File: src/rtl/branch_cmp_pkg.sv
// Shared op codes and helpers for the pipelined branch comparator.
package branch_cmp_pkg;

  localparam logic [2:0] OP_EQ  = 3'b000;
  localparam logic [2:0] OP_NE  = 3'b001;
  localparam logic [2:0] OP_LT  = 3'b100;
  localparam logic [2:0] OP_GE  = 3'b101;
  localparam logic [2:0] OP_LTU = 3'b110;
  localparam logic [2:0] OP_GEU = 3'b111;

  // 010 and 011 are not assigned to any branch condition
  function automatic logic is_reserved_op(input logic [2:0] op);
    return (op[2:1] == 2'b01);
  endfunction

  // Operands split into two equal halves, so WIDTH must be even and at least 4
  function automatic bit params_ok(input int width, input int stages);
    return (width >= 4) && ((width % 2) == 0) && (stages >= 2) && (stages <= 4);
  endfunction

endpackage

File: src/rtl/branch_cmp_pipe_slice.sv
// One elastic valid/ready register slice: holds its payload while stalled,
// loads when empty or when the downstream slice takes the current payload.
module pipe_slice #(
  parameter int DW = 8
) (
  input  logic          clk,
  input  logic          rst,
  input  logic          flush,
  input  logic          in_valid,
  output logic          in_ready,
  input  logic [DW-1:0] in_data,
  output logic          out_valid,
  input  logic          out_ready,
  output logic [DW-1:0] out_data
);

  // Ready depends only on local state and downstream ready, never on in_valid
  assign in_ready = !rst && !flush && (!out_valid || out_ready);

  // Valid/payload register; reset clears both, flush only squashes valid
  always_ff @(posedge clk) begin
    if (rst) begin
      out_valid <= 1'b0;
      out_data  <= '0;
    end else begin
      if (flush) begin
        out_valid <= 1'b0;
      end else if (in_ready) begin
        out_valid <= in_valid;
      end
      if (in_ready && in_valid) begin
        out_data <= in_data;
      end
    end
  end

endmodule

File: src/rtl/branch_cmp_pipe.sv
// Pipelined branch condition unit: evaluates EQ/NE/LT/GE/LTU/GEU on WIDTH-bit
// operands through a split-half compare, with valid/ready, flush and a tag.
module branch_cmp_pipe
  import branch_cmp_pkg::*;
#(
  parameter int WIDTH  = 32,
  parameter int STAGES = 2,
  parameter int TAG_W  = 5
) (
  input  logic             clk,
  input  logic             rst,
  input  logic             flush,
  input  logic             in_valid,
  output logic             in_ready,
  input  logic [2:0]       op,
  input  logic [WIDTH-1:0] a,
  input  logic [WIDTH-1:0] b,
  input  logic [TAG_W-1:0] in_tag,
  output logic             out_valid,
  input  logic             out_ready,
  output logic             taken,
  output logic             eq,
  output logic             lt,
  output logic             ltu,
  output logic             op_err,
  output logic [TAG_W-1:0] out_tag
);

  localparam int H = WIDTH / 2;

  if (!params_ok(WIDTH, STAGES)) begin : g_param_check
    $error("branch_cmp_pipe: WIDTH must be even and >= 4, STAGES must be 2..4");
  end

  typedef struct packed {
    logic             eq_hi;
    logic             eq_lo;
    logic             ltu_hi;
    logic             ltu_lo;
    logic             sign_a;
    logic             sign_b;
    logic [2:0]       op;
    logic [TAG_W-1:0] tag;
  } part_t;

  typedef struct packed {
    logic             taken;
    logic             eq;
    logic             lt;
    logic             ltu;
    logic             op_err;
    logic [TAG_W-1:0] tag;
  } res_t;

  part_t             part_d;
  part_t             part_p0;
  res_t              res_d;
  res_t              res_q [1:STAGES-1];
  logic [STAGES-1:0] vld_p;
  logic [STAGES:0]   rdy_p;

  // ---- into stage 0: half-width partial compares on the raw operands ----
  // Each half is compared independently so no full-width carry chain sits here
  always_comb begin
    part_d        = '0;
    part_d.eq_hi  = (a[WIDTH-1:H] == b[WIDTH-1:H]);
    part_d.eq_lo  = (a[H-1:0] == b[H-1:0]);
    part_d.ltu_hi = (a[WIDTH-1:H] < b[WIDTH-1:H]);
    part_d.ltu_lo = (a[H-1:0] < b[H-1:0]);
    part_d.sign_a = a[WIDTH-1];
    part_d.sign_b = b[WIDTH-1];
    part_d.op     = op;
    part_d.tag    = in_tag;
  end

  pipe_slice #(.DW($bits(part_t))) u_slice_p0 (
    .clk       (clk),
    .rst       (rst),
    .flush     (flush),
    .in_valid  (in_valid),
    .in_ready  (rdy_p[0]),
    .in_data   (part_d),
    .out_valid (vld_p[0]),
    .out_ready (rdy_p[1]),
    .out_data  (part_p0)
  );

  // ---- stage 0 -> stage 1: combine halves and resolve the branch condition ----
  // Signed less-than differs from unsigned only when the sign bits differ
  always_comb begin
    res_d        = '0;
    res_d.eq     = part_p0.eq_hi & part_p0.eq_lo;
    res_d.ltu    = part_p0.ltu_hi | (part_p0.eq_hi & part_p0.ltu_lo);
    res_d.lt     = (part_p0.sign_a != part_p0.sign_b) ? part_p0.sign_a : res_d.ltu;
    res_d.op_err = is_reserved_op(part_p0.op);
    case (part_p0.op)
      OP_EQ:   res_d.taken = res_d.eq;
      OP_NE:   res_d.taken = !res_d.eq;
      OP_LT:   res_d.taken = res_d.lt;
      OP_GE:   res_d.taken = !res_d.lt;
      OP_LTU:  res_d.taken = res_d.ltu;
      OP_GEU:  res_d.taken = !res_d.ltu;
      default: res_d.taken = 1'b0;
    endcase
    res_d.tag = part_p0.tag;
  end

  // ---- stage 1 .. STAGES-1: result slices, beyond the first they only add delay ----
  for (genvar k = 1; k < STAGES; k++) begin : g_slice
    res_t slice_in;
    if (k == 1) begin : g_first
      assign slice_in = res_d;
    end else begin : g_delay
      assign slice_in = res_q[k-1];
    end

    pipe_slice #(.DW($bits(res_t))) u_slice (
      .clk       (clk),
      .rst       (rst),
      .flush     (flush),
      .in_valid  (vld_p[k-1]),
      .in_ready  (rdy_p[k]),
      .in_data   (slice_in),
      .out_valid (vld_p[k]),
      .out_ready (rdy_p[k+1]),
      .out_data  (res_q[k])
    );
  end

  assign rdy_p[STAGES] = out_ready;
  assign in_ready      = rdy_p[0];
  assign out_valid     = vld_p[STAGES-1];
  assign taken         = res_q[STAGES-1].taken;
  assign eq            = res_q[STAGES-1].eq;
  assign lt            = res_q[STAGES-1].lt;
  assign ltu           = res_q[STAGES-1].ltu;
  assign op_err        = res_q[STAGES-1].op_err;
  assign out_tag       = res_q[STAGES-1].tag;

endmodule

File: config.mk
export PLATFORM = sky130hd
export DESIGN_NAME = branch_cmp_pipe
export DESIGN_NICKNAME = d
export VERILOG_FILES = /design/src/rtl/branch_cmp_pkg.sv /design/src/rtl/branch_cmp_pipe_slice.sv /design/src/rtl/branch_cmp_pipe.sv
export SDC_FILE = /design/constraint.sdc
export NUM_CORES = 1
export LEC_CHECK = 0
export BUFFER_PORTS_ARGS = -buffer_cell sky130_fd_sc_hd__buf_2
export CAP_MARGIN = 20
export CORE_ASPECT_RATIO = 1.25
export CORE_UTILIZATION = 50
export DETAILED_ROUTE_END_ITERATION = 16
export PLACE_DENSITY = 0.95
export SYNTH_ARGS = -nofsm -noshare
export SYNTH_HDL_FRONTEND = slang
export SYNTH_SLANG_ARGS = --single-unit
File: constraint.sdc
create_clock -name clk -period 3.05 [get_ports clk]
set_input_delay 0.61 -clock clk [delete_from_list [all_inputs] [get_ports clk]]
set_output_delay 0.61 -clock clk [all_outputs]
set_load 0.1 [all_outputs]
# Word-level counts from Yosys, hierarchy flattened
# Index checks and enable logic that the tools add are counted.
# word_totals
memories	0
regBits	26
input_bits	77
ramBits	0
output_inout_bits	12
latch_bits	0
romBits	0
# classes
addsub	0
div_mod_pow	0
shift	0
eq_ne	9
mux	2
reduce_logical	16
order_cmp	2
bitwise	3
n_mul	0
# op_table
cell	n
$eq A16 B16 Y1	2
$lt A16 B16 Y1	2
$eq A3 B3 Y1 const B	4
$logic_not A1 Y1	7
$pmux W1 S6	1
$logic_and A1 B1 Y1	5
$eq A3 B1 Y1 const B	1
$logic_not A3 Y1	1
$and A1 B1 Y1	2
$eq A2 B1 Y1 const B	1
$logic_or A1 B1 Y1	2
$reduce_or A2 Y1	1
$mux W1	1
$ne A1 B1 Y1	1
$or A1 B1 Y1	1

# Logic depth before layout (Yosys ltp)
# Gate-level depths: netlist of run 1.
# depth
ltp_word	6
ltp_mapped	6

# Modules after synthesis
# From an unflattened synthesis of run 1, not the netlist that was laid out.
# unflattened
hier_cells	212
hier_area_um2	2025.7
# modules_own_cells
mod	cells_per_inst	n_inst	area_each_um2	seq_area_each_um2
branch_cmp_pipe	124	1	887.1	0.0
pipe_slice (u_slice_p0)	50	1	653.1	300.3
pipe_slice (g_slice[1].u_slice)	38	1	485.5	220.2

# Worst setup path before layout of run 1
# Ideal clock, no wire load.
# synth_path
path_kind	reg-to-output
from	register g_slice[1].u_slice.out_valid
to	output in_ready
slack_ps	714
stages_incl_launch_ff	3
t_required_ps	2440
t_arrival_ps	1726
cell_sequence	dfxtp_1 -> nand3b_2 -> and2_1
# synth_via
elab_chain_len	5
# synth_lines
item	line_no	source
start: declaration	branch_cmp_pipe_slice.sv:12	output logic out_valid,
start signal: assignment	branch_cmp_pipe_slice.sv:29	out_valid <= in_valid;
$logic_not A1 Y1	branch_cmp_pipe_slice.sv:18	assign in_ready = !rst && !flush && (!out_valid || out_ready);
$logic_or A1 B1 Y1	branch_cmp_pipe_slice.sv:18	
$logic_and A1 B1 Y1	branch_cmp_pipe_slice.sv:18	
$logic_or A1 B1 Y1	branch_cmp_pipe_slice.sv:18	
$logic_and A1 B1 Y1	branch_cmp_pipe_slice.sv:18	
end: declaration	branch_cmp_pipe.sv:14	output logic in_ready,
# Every way passes these cells.

# Worst setup path in the final report of run 1
# layout_path
from	input flush
to	output in_ready
# layout_via
elab_chain_len	5
# layout_lines
item	line_no	source
start: declaration	branch_cmp_pipe.sv:12	input logic flush,
$logic_not A1 Y1 (*)	branch_cmp_pipe_slice.sv:18	
$logic_and A1 B1 Y1 (*)	branch_cmp_pipe_slice.sv:18	
$logic_and A1 B1 Y1	branch_cmp_pipe_slice.sv:18	
$logic_or A1 B1 Y1	branch_cmp_pipe_slice.sv:18	
$logic_and A1 B1 Y1 (*)	branch_cmp_pipe_slice.sv:18	
# Mark *: on every way between the ends. The rest lies on a longest branch, timed or not.

==> results of run 1 <==
-- synthesized netlist by cell type, types with 2 or more instances --
| cell | n |
|---|---|
| nand2_2 | 2 |
| nor2b_1 | 4 |
| o21ai_0 | 2 |
| or4_1 | 2 |
| dfxtp_1 | 26 |
| and3_1 | 2 |
| nor2_1 | 5 |
| and2_1 | 3 |
| o31ai_1 | 2 |
| nor3_1 | 2 |
| inv_1 | 35 |
| ha_1 | 32 |
| nand4_1 | 5 |
| nand3_1 | 4 |
| a2111oi_0 | 2 |
| o21a_1 | 5 |
| a21oi_1 | 32 |
| or3_1 | 3 |
| nand2_1 | 38 |
| a211oi_1 | 5 |
| o22ai_1 | 2 |
| clkbuf_1 | 3 |
| o211ai_1 | 2 |
-- power groups by stage --
stage | logic [W] | clock network [W] | registers, W
global placement | 0.000181 | 0 | 0.000360
detailed placement | 0.000192 | 0 | 0.000361
global route | 0.000217 | 0.000201 | 0.000354
floorplan | 0.000106 | 0 | 0.000368
finish | 0.000192 | 0.000184 | 0.000353
CTS | 0.000194 | 0.000187 | 0.000353
-- final timing paths --
path,endpoint,slack [ps],cells after the start
setup / recovery,in_ready,950,4
hold reg to reg,g_slice[1].u_slice.out_data[1],450,2
hold / removal,g_slice[1].u_slice.out_data[1],450,2
setup reg to reg,u_slice_p0.out_data[13],1550,4
-- routing by layer --
metal / share of wire / track usage / vias up
li1: - / - / 975
met1: 0.40 / 0.245 / 861
met2: 0.55 / 0.437 / 69
met3: 0.035 / 0.0111 / 8
met4: 0.017 / 0.0894 / 0
met5: 0 / 0 / -
-- state kept, by name (all words and copies together), names as in the netlist --
name,cells
g_slice.u_slice.out_data,10
g_slice.u_slice.out_valid,1
u_slice_p0.out_data,14
u_slice_p0.out_valid,1
-- layout by cell type, fill, tap and decap left out, drive strengths merged, types with 5 or more instances in the layout --
cell type  count
buf           89
nand2         40
inv           35
a21oi         32
ha            32
dfxtp         26
nand4          6
nor2           6
a211oi         5
o21a           5
nand3          5
-- area by class of cell --
class,instances,area [sq um],area share
clock buffer,3,41.3,0.0176
inverter,35,131,0.0559
sequential,26,520,0.222
tap,39,48.8,0.0208
timing repair buffer,89,448,0.191
multi-input combinational,167,1160,0.494
-- per-stage QoR --
stage / instance area [sq um] / utilization
after floorplan: 1840 / -
after global placement: 2310 / 0.657
after detailed placement: 2310 / 0.657
after CTS: 2350 / 0.669
after global routing: 2350 / 0.669
final: 2350 / 0.669
-- worst max-delay path, cell delays in order --
cell and delay (ps):
buf_2 120, nor2_4 180, and2_1 150, buf_2 420
-- cell families (layout without fill, tap and decap cells) --
family / Yosys count / in the layout / synth area share
AOI/OAI and AO/OA: 55 / 55 / 0.178
adders and majority gates: 33 / 33 / 0.223
buffers and inverters: 40 / 127 / 0.0883
DFF: 26 / 26 / 0.282
muxes: 1 / 1 / 0.00543
and+or+nand+nor: 78 / 78 / 0.223
==> reports/metrics.csv, run 1 <==
stage;metric;value;unit
run_status;status;finished, final reports clean;
grt;initial antenna violation count;0;
grt;largest net degree at the start of global routing;23;
clock_network;number of hold buffers added after CTS;0;
cells_and_area;area delta synth->final;27.5;%
clock_network;Root Buffer;clkbuf_8;
cells_and_area;fin nets;431;
timing;smallest hold slack;455;ps
clock_network;Post-CTS Resized;0;
power;PD cells;310;mW/mm^2
power;Worst VDD drop;363;uV
logic_synthesis;asr flop ratio synth;0;
timing;RSZ-0062 raised after global routing;no;
worst_setup_path;CP endpoint kind;primary output;
timing;Fmax;476;MHz
timing;fin crit share;0.689;
timing;Hold Fails Final Rpt;0;
timing;Final min period;2100;ps
clock_network;clk buf depth;2;
clock_network;Post-CTS Setup Inserts;0;
routing;Post-Route WL;4180;um
routing;DRC viols;0;
die;die area;0.00393;sq mm
die;Die Height;69.9;um
placed_design;dpl ws;773;ps
routing;DRT antenna net count;0;
logic_synthesis;distinct cell type count after synthesis;38;
logic_synthesis;Yosys top cell by area;dfxtp_1;
routing;via count;1913;
routing;First-pass DRT Iterations;4;
grt;global-route wire length before repair;7390;um
hold_path;worst hold path type;reg -> reg;
logic_synthesis;prevailing post-synth register cell;dfxtp_1;
worst_setup_path;WS Path Type;in -> out;
cells_and_area;Diodes inserted;0;
logic_synthesis;syn nets;342;
die;die width;56.3;um
timing;worst slew pin tran;487;ps
clock_network;Clk Latency, worst-skew pair;260;ps
power;Sw Pwr;0.000203;W
worst_setup_path;startpoint types;primary input;
cells_and_area;# fillers;289;
logic_synthesis;Netlist Area Pre-Place;0.00184;sq mm
clock_network;H-tree levels;1;
logic_synthesis;Synth area leaders;dfxtp_1 (28%), ha_1 (22%), a21oi_1 (8.7%), nand2_1 (7.7%), inv_1 (7.1%);
job;MaxCap Viol Count;0;
power;internal power;0.000526;W
timing;Fin Setup TNS;0;ps
power;clock share of power;0.253;
logic_synthesis;flops & latches, synth;26;
power;Gate power share;0.264;
cells_and_area;fraction of layout cells with a size suffix above 1;0.309;
worst_setup_path;CP Max Fanout;6;
power;Flop pwr share;0.484;
power;switching part of the total;0.278;
clock_network;clk sinks;26;
clock_network;cts bufs inserted;3;
logic_synthesis;sequential share of the synthesized area;0.282;
placed_design;DP Cell Count;356;
grt;vias in the first global route;1938;
routing;DR WL/cell;11.7;um
die;initial core utilization;0.525;
timing;post-route setup slack;950;ps
placed_design;DP Wirelength;3620;um
die;I/O Pins;89;
timing;Layout Skew;5.43;ps
grt;total gr overflow;0;
cells_and_area;final cell count without fillers;359;
routing;via/cell ratio;5.33;
worst_setup_path;CP Data Required Time;2440;ps
timing;Final Setup Violations;0;
routing;drt first-iter violations;60;
worst_setup_path;critical path launch point;flush;
hold_path;hold path start;g_slice[1].u_slice.out_data[1];
logic_synthesis;Post-Synthesis Cells;233;
power;overall power;0.000729;W
power;Pleak;1.23;nW
placed_design;port bufs;88;
timing;Rel. slew slack;0.678;
clock_network;CTS tree;yes;
die;Rows;24;
logic_synthesis;top-area cell type share of the netlist area;0.282;
logic_synthesis;mean post-synth cell area;7.91;sq um
worst_setup_path;Worst R2R Start;u_slice_p0.out_valid;
logic_synthesis;synth warn;0;
timing;Slew Limit Fails;0;
clock_network;clock slew at reported path FFs;80;ps
grt;total track usage;0.223;
worst_setup_path;Arr. time, crit path;1490;ps
logic_synthesis;EDFF count, synth;0;
placed_design;Final GP Congestion;0.813;
die;core area;0.00351;sq mm
Note: power is estimated with default switching activity, not from simulation.
==> run 2: changes to the inputs <==
--- a/config.mk
+++ b/config.mk
@@ -8,9 +8,9 @@
 export BUFFER_PORTS_ARGS = -buffer_cell sky130_fd_sc_hd__buf_2
 export CAP_MARGIN = 20
 export CORE_ASPECT_RATIO = 1.25
-export CORE_UTILIZATION = 50
+export CORE_UTILIZATION = 42
 export DETAILED_ROUTE_END_ITERATION = 16
-export PLACE_DENSITY = 0.95
+export PLACE_DENSITY = 0.88
 export SYNTH_ARGS = -nofsm -noshare
 export SYNTH_HDL_FRONTEND = slang
 export SYNTH_SLANG_ARGS = --single-unit
==> constraint.sdc (replaced) <==
create_clock -name clk -period 1.9 [get_ports clk]
set_input_delay 0.38 -clock clk [delete_from_list [all_inputs] [get_ports clk]]
set_output_delay 0.38 -clock clk [all_outputs]
set_load 0.1 [all_outputs]
==> reports/metrics.csv, run 2 (synthesis gave the netlist of run 1 again) <==
stage;metric;value;unit
power;clock share of power;0.254;
cells_and_area;area delta synth->final;32.0;%
worst_setup_path;Critical Path, Cell by Cell;buf_2 -> ha_1 -> nand4_1 -> or3_4 -> or4_1 -> a21oi_1;
routing;via count;1894;
worst_setup_path;number of cells on the critical path;6;
die;Rows;26;
clock_network;clk buf depth;2;
power;Worst VDD drop;209;uV
routing;First-pass DRT Iterations;4;
cells_and_area;final cell count without fillers;382;
power;Sw Pwr;0.000324;W
grt;initial antenna violation count;0;
placed_design;port bufs;88;
cells_and_area;biggest regs;u_slice_p0.out_data: 14 flops, g_slice.u_slice.out_data: 10 flops;
routing;via/cell ratio;4.96;
worst_setup_path;WS Path Type;in -> reg;
cells_and_area;commonest non-fill, non-tap cells in the layout;buf_2 (87), nand2_1 (38), inv_1 (35), a21oi_1 (32), ha_1 (32);
power;PD cells;483;mW/mm^2
clock_network;clk sinks;26;
placed_design;DP Cell Count;379;
clock_network;Clk Latency, worst-skew pair;260;ps
die;core area;0.00413;sq mm
die;I/O Pins;89;
routing;Post-Route WL;4040;um
clock_network;number of hold buffers added after CTS;0;
clock_network;Root Buffer;clkbuf_8;
worst_setup_path;Crit path largest cell delay;460;ps
grt;largest net degree at the start of global routing;23;
power;internal power;0.000851;W
cells_and_area;fraction of layout cells with a size suffix above 1;0.325;
cells_and_area;Diodes inserted;0;
cells_and_area;post-layout util;0.589;
worst_setup_path;Buf/Inv on CP;1;
cells_and_area;fin nets;437;
routing;drt first-iter violations;94;
timing;Hold Fails Final Rpt;0;
worst_setup_path;startpoint types;primary input;
die;die area;0.00466;sq mm
die;die width;61.3;um
timing;post-route setup slack;181;ps
timing;Fin Setup TNS;0;ps
worst_setup_path;CP Max Fanout;2;
placed_design;dpl cell area;0.00239;sq mm
timing;fin crit share;0.905;
die;initial core utilization;0.446;
grt;total gr overflow;0;
routing;DRT antenna net count;0;
routing;DRC viols;0;
worst_setup_path;delay-heaviest family, CP;simple AND/OR/NAND/NOR gates;
timing;Final min period;1720;ps
cells_and_area;largest register by flop count;u_slice_p0.out_data;
job;MaxCap Viol Count;0;
grt;total track usage;0.180;
hold_path;WHS Path Cells;2;
worst_setup_path;reg2reg path depth;4;
power;Pleak;1.26;nW
power;Gate power share;0.264;
timing;Final Setup Violations;0;
die;Die Height;76.1;um
cells_and_area;most common cell after layout, fill and taps aside;buf_2;
worst_setup_path;CP endpoint kind;register;
timing;Rel. slew slack;0.674;
timing;Fmax;582;MHz
routing;DR WL/cell;10.6;um
timing;Layout Skew;2.48;ps
worst_setup_path;critical path's slowest cell;or4_1;
timing;Slew Limit Fails;0;
cells_and_area;max reg flops;14;
clock_network;cts bufs inserted;3;
hold_path;worst hold path type;in -> reg;
placed_design;Final GP Congestion;0.790;
worst_setup_path;CP Data Required Time;2100;ps
placed_design;dpl ws;-98.5;ps
clock_network;clock slew at reported path FFs;80;ps
power;Flop pwr share;0.482;
placed_design;DP Wirelength;3460;um
worst_setup_path;Arr. time, crit path;1920;ps
run_status;status;finished, final reports clean;
timing;RSZ-0062 raised after global routing;no;
grt;vias in the first global route;1780;
power;switching part of the total;0.276;
clock_network;Post-CTS Setup Inserts;0;
clock_network;Post-CTS Resized;0;
clock_network;CTS tree;yes;
timing;worst slew pin tran;492;ps
grt;global-route wire length before repair;6890;um
clock_network;H-tree levels;1;
cells_and_area;Design Area, Final;0.00243;sq mm
cells_and_area;# fillers;396;
run 2: cell types whose count changed in the layout (fill, tap and decap cells not counted):
cell	delta
buf_4	+6
dfxtp_1	-1
buf_12	+1
dfxtp_2	+1
buf_2	-1
run 2: routing by layer:
layer | vias to the layer above | GRT usage | share of wire
li1 | 991 | - | -
met1 | 849 | 0.216 | 0.42
met2 | 50 | 0.335 | 0.53
met3 | 4 | 0.0153 | 0.038
met4 | 0 | 0.0341 | 0.0074
met5 | - | 0 | 0
run 2: cell type report:
type / instances / area, sq um / area share
repair buffers: 95 / 508 / 0.209
flip-flops and latches: 26 / 522 / 0.215
multi-input cells: 167 / 1160 / 0.477
clock buffers: 3 / 41.3 / 0.0170
inverters: 35 / 131 / 0.0540
well taps: 56 / 70.1 / 0.0288
run 2: worst register-to-register path, cell delays in order, from the launching register on:
cell and delay, ps:
dfxtp_1 370, a21o_1 220, a2111oi_0 430, nor3_1 100, a32o_1 220
run 2: worst paths after layout:
path,from,endpoint,slack (ps)
hold / removal,flush,u_slice_p0.out_valid,330
hold reg to reg,g_slice[1].u_slice.out_data[1],g_slice[1].u_slice.out_data[1],450
setup reg to reg,u_slice_p0.out_data[13],g_slice[1].u_slice.out_data[9],470
setup / recovery,a[31],u_slice_p0.out_data[13],180
run 2: metrics by stage:
stage / total power [W] / hold WS [ps]
floorplan: 0.000760 / 432
global placement: 0.000880 / 436
detailed placement: 0.000891 / 444
CTS: 0.00119 / 335
global route: 0.00125 / 328
finish: 0.00118 / 331
run 2: power by group through the flow:
stage          clock network [W]  logic [W]  registers [W]
2_1_floorplan                  0   0.000170       0.000590
3_3_place_gp                   0   0.000301       0.000579
3_5_place_dp                   0   0.000312       0.000580
4_1_cts                 0.000308   0.000314       0.000567
5_1_grt                 0.000328   0.000354       0.000568
6_report                0.000298   0.000310       0.000567
==> run 3: changes to the inputs <==
--- a/config.mk
+++ b/config.mk
@@ -10,7 +10,7 @@
 export CORE_ASPECT_RATIO = 1.25
 export CORE_UTILIZATION = 42
 export DETAILED_ROUTE_END_ITERATION = 16
-export PLACE_DENSITY = 0.88
+export PLACE_DENSITY = 0.78
 export SYNTH_ARGS = -nofsm -noshare
 export SYNTH_HDL_FRONTEND = slang
 export SYNTH_SLANG_ARGS = --single-unit
==> reports/metrics.csv, run 3 (synthesis gave the netlist of run 1 again) <==
stage;metric;value;unit
die;Die Height;76.1;um
worst_setup_path;CP Data Required Time;2110;ps
worst_setup_path;CP Max Fanout;2;
grt;initial antenna violation count;0;
power;PD cells;483;mW/mm^2
routing;DRT antenna net count;0;
timing;Rel. slew slack;0.676;
grt;total gr overflow;0;
cells_and_area;commonest non-fill, non-tap cells in the layout;buf_2 (87), nand2_1 (38), inv_1 (35), a21oi_1 (32), ha_1 (32);
clock_network;Clk Latency, worst-skew pair;270;ps
cells_and_area;Diodes inserted;0;
clock_network;H-tree levels;1;
cells_and_area;FF+latch area;522;sq um
grt;busiest grt layer;met2;
cells_and_area;fraction of layout cells with a size suffix above 1;0.327;
timing;post-route setup slack;218;ps
grt;largest net degree at the start of global routing;23;
hold_path;worst hold path type;in -> reg;
routing;First-pass DRT Iterations;4;
clock_network;Post-CTS Resized;0;
timing;worst slew pin tran;489;ps
worst_setup_path;startpoint types;primary input;
grt;total track usage;0.185;
cells_and_area;max reg flops;14;
die;initial core utilization;0.446;
grt;met1 Use GR;0.206;
cells_and_area;area taken by multi-input logic gates;0.00116;sq mm
die;I/O Pins;89;
cells_and_area;biggest regs;u_slice_p0.out_data: 14 flops, g_slice.u_slice.out_data: 10 flops;
timing;Layout Skew;4.48;ps
timing;Fin Setup TNS;0;ps
cells_and_area;area delta synth->final;32.4;%
grt;met2 usage;0.353;
timing;Slew Limit Fails;0;
cells_and_area;# fillers;429;
clock_network;CTS tree;yes;
die;Rows;26;
routing;via/cell ratio;4.92;
routing;drt first-iter violations;45;
timing;Final min period;1680;ps
placed_design;Final GP Congestion;0.809;
grt;vias in the first global route;1732;
power;Worst VDD drop;246;uV
timing;RSZ-0062 raised after global routing;no;
job;MaxCap Viol Count;0;
grt;global-route wire length before repair;6900;um
clock_network;clk buf depth;2;
worst_setup_path;Arr. time, crit path;1890;ps
routing;DR WL/cell;10.7;um
die;die area;0.00466;sq mm
worst_setup_path;CP endpoint kind;register;
cells_and_area;most common cell after layout, fill and taps aside;buf_2;
worst_setup_path;WS Path Type;in -> reg;
placed_design;dpl ws;-66.1;ps
routing;DRC viols;0;
clock_network;clk sinks;26;
routing;via count;1883;
timing;fin crit share;0.885;
clock_network;cts bufs inserted;3;
routing;Post-Route WL;4120;um
worst_setup_path;R2R Setup Slk;470;ps
cells_and_area;largest register by flop count;u_slice_p0.out_data;
timing;Final Setup Violations;0;
power;overall power;0.00118;W
die;core area;0.00413;sq mm
clock_network;Post-CTS Setup Inserts;0;
timing;Fmax;595;MHz
die;die width;61.3;um
clock_network;number of hold buffers added after CTS;0;
timing;Hold Fails Final Rpt;0;
power;Pleak;1.26;nW
placed_design;DP Wirelength;3490;um
placed_design;port bufs;88;
clock_network;Root Buffer;clkbuf_8;
cells_and_area;fin nets;438;
clock_network;clock slew at reported path FFs;80;ps
grt;grt met3 use;0.0170;
run_status;status;finished, final reports clean;
[run 3: cell types whose count changed in the layout (fill, tap and decap cells not counted), sizes merged]
cell  previous run  this run
buf             95        96
[run 3: stage by stage]
stage / utilization / instance area [sq um] / hold slack (ps) / cells
detailed placement: 0.581 / 2400 / 443 / 380
finish: 0.591 / 2440 / 323 / 383
floorplan: - / 1840 / 432 / 233
CTS: 0.591 / 2440 / 321 / 383
global placement: 0.581 / 2400 / 437 / 380
global route: 0.591 / 2440 / 311 / 383
[run 3: critical path, stage by stage]
cell	delay [ps]
buf_2	90
inv_1	30
ha_1	270
nand4_1	110
or3_4	390
or4_1	470
a21oi_1	140
[run 3: path summary, 6_finish.rpt]
kind,to,from,cells after the start
max,u_slice_p0.out_data[13],b[31],7
min,u_slice_p0.out_valid,flush,2
max reg2reg,u_slice_p0.out_data[12],u_slice_p0.out_valid,4
min reg2reg,g_slice[1].u_slice.out_data[0],u_slice_p0.out_data[0],2
[run 3: power by group]
group | switching, W | total, W | leakage, nW | internal (W)
sequential | 0.00000911 | 0.000566 | 0.211 | 0.000557
clock | 0.000157 | 0.000299 | 0.0216 | 0.000142
combinational | 0.000159 | 0.000312 | 1.03 | 0.000154
total | 0.000325 | 0.00118 | 1.26 | 0.000853
[run 3: metal layers]
metal | share of wire | up-vias
met5 | 0 | -
met4 | 0.012 | 0
met3 | 0.032 | 7
met2 | 0.53 | 52
met1 | 0.43 | 834
li1 | - | 990
[run 3: cell type report]
cell class,count,share of cell area
Inverter,35,0.0538
Timing Repair Buffer,96,0.211
Sequential cell,26,0.214
Clock buffer,3,0.0169
Multi-Input combinational cell,167,0.475
Tap cell,56,0.0287
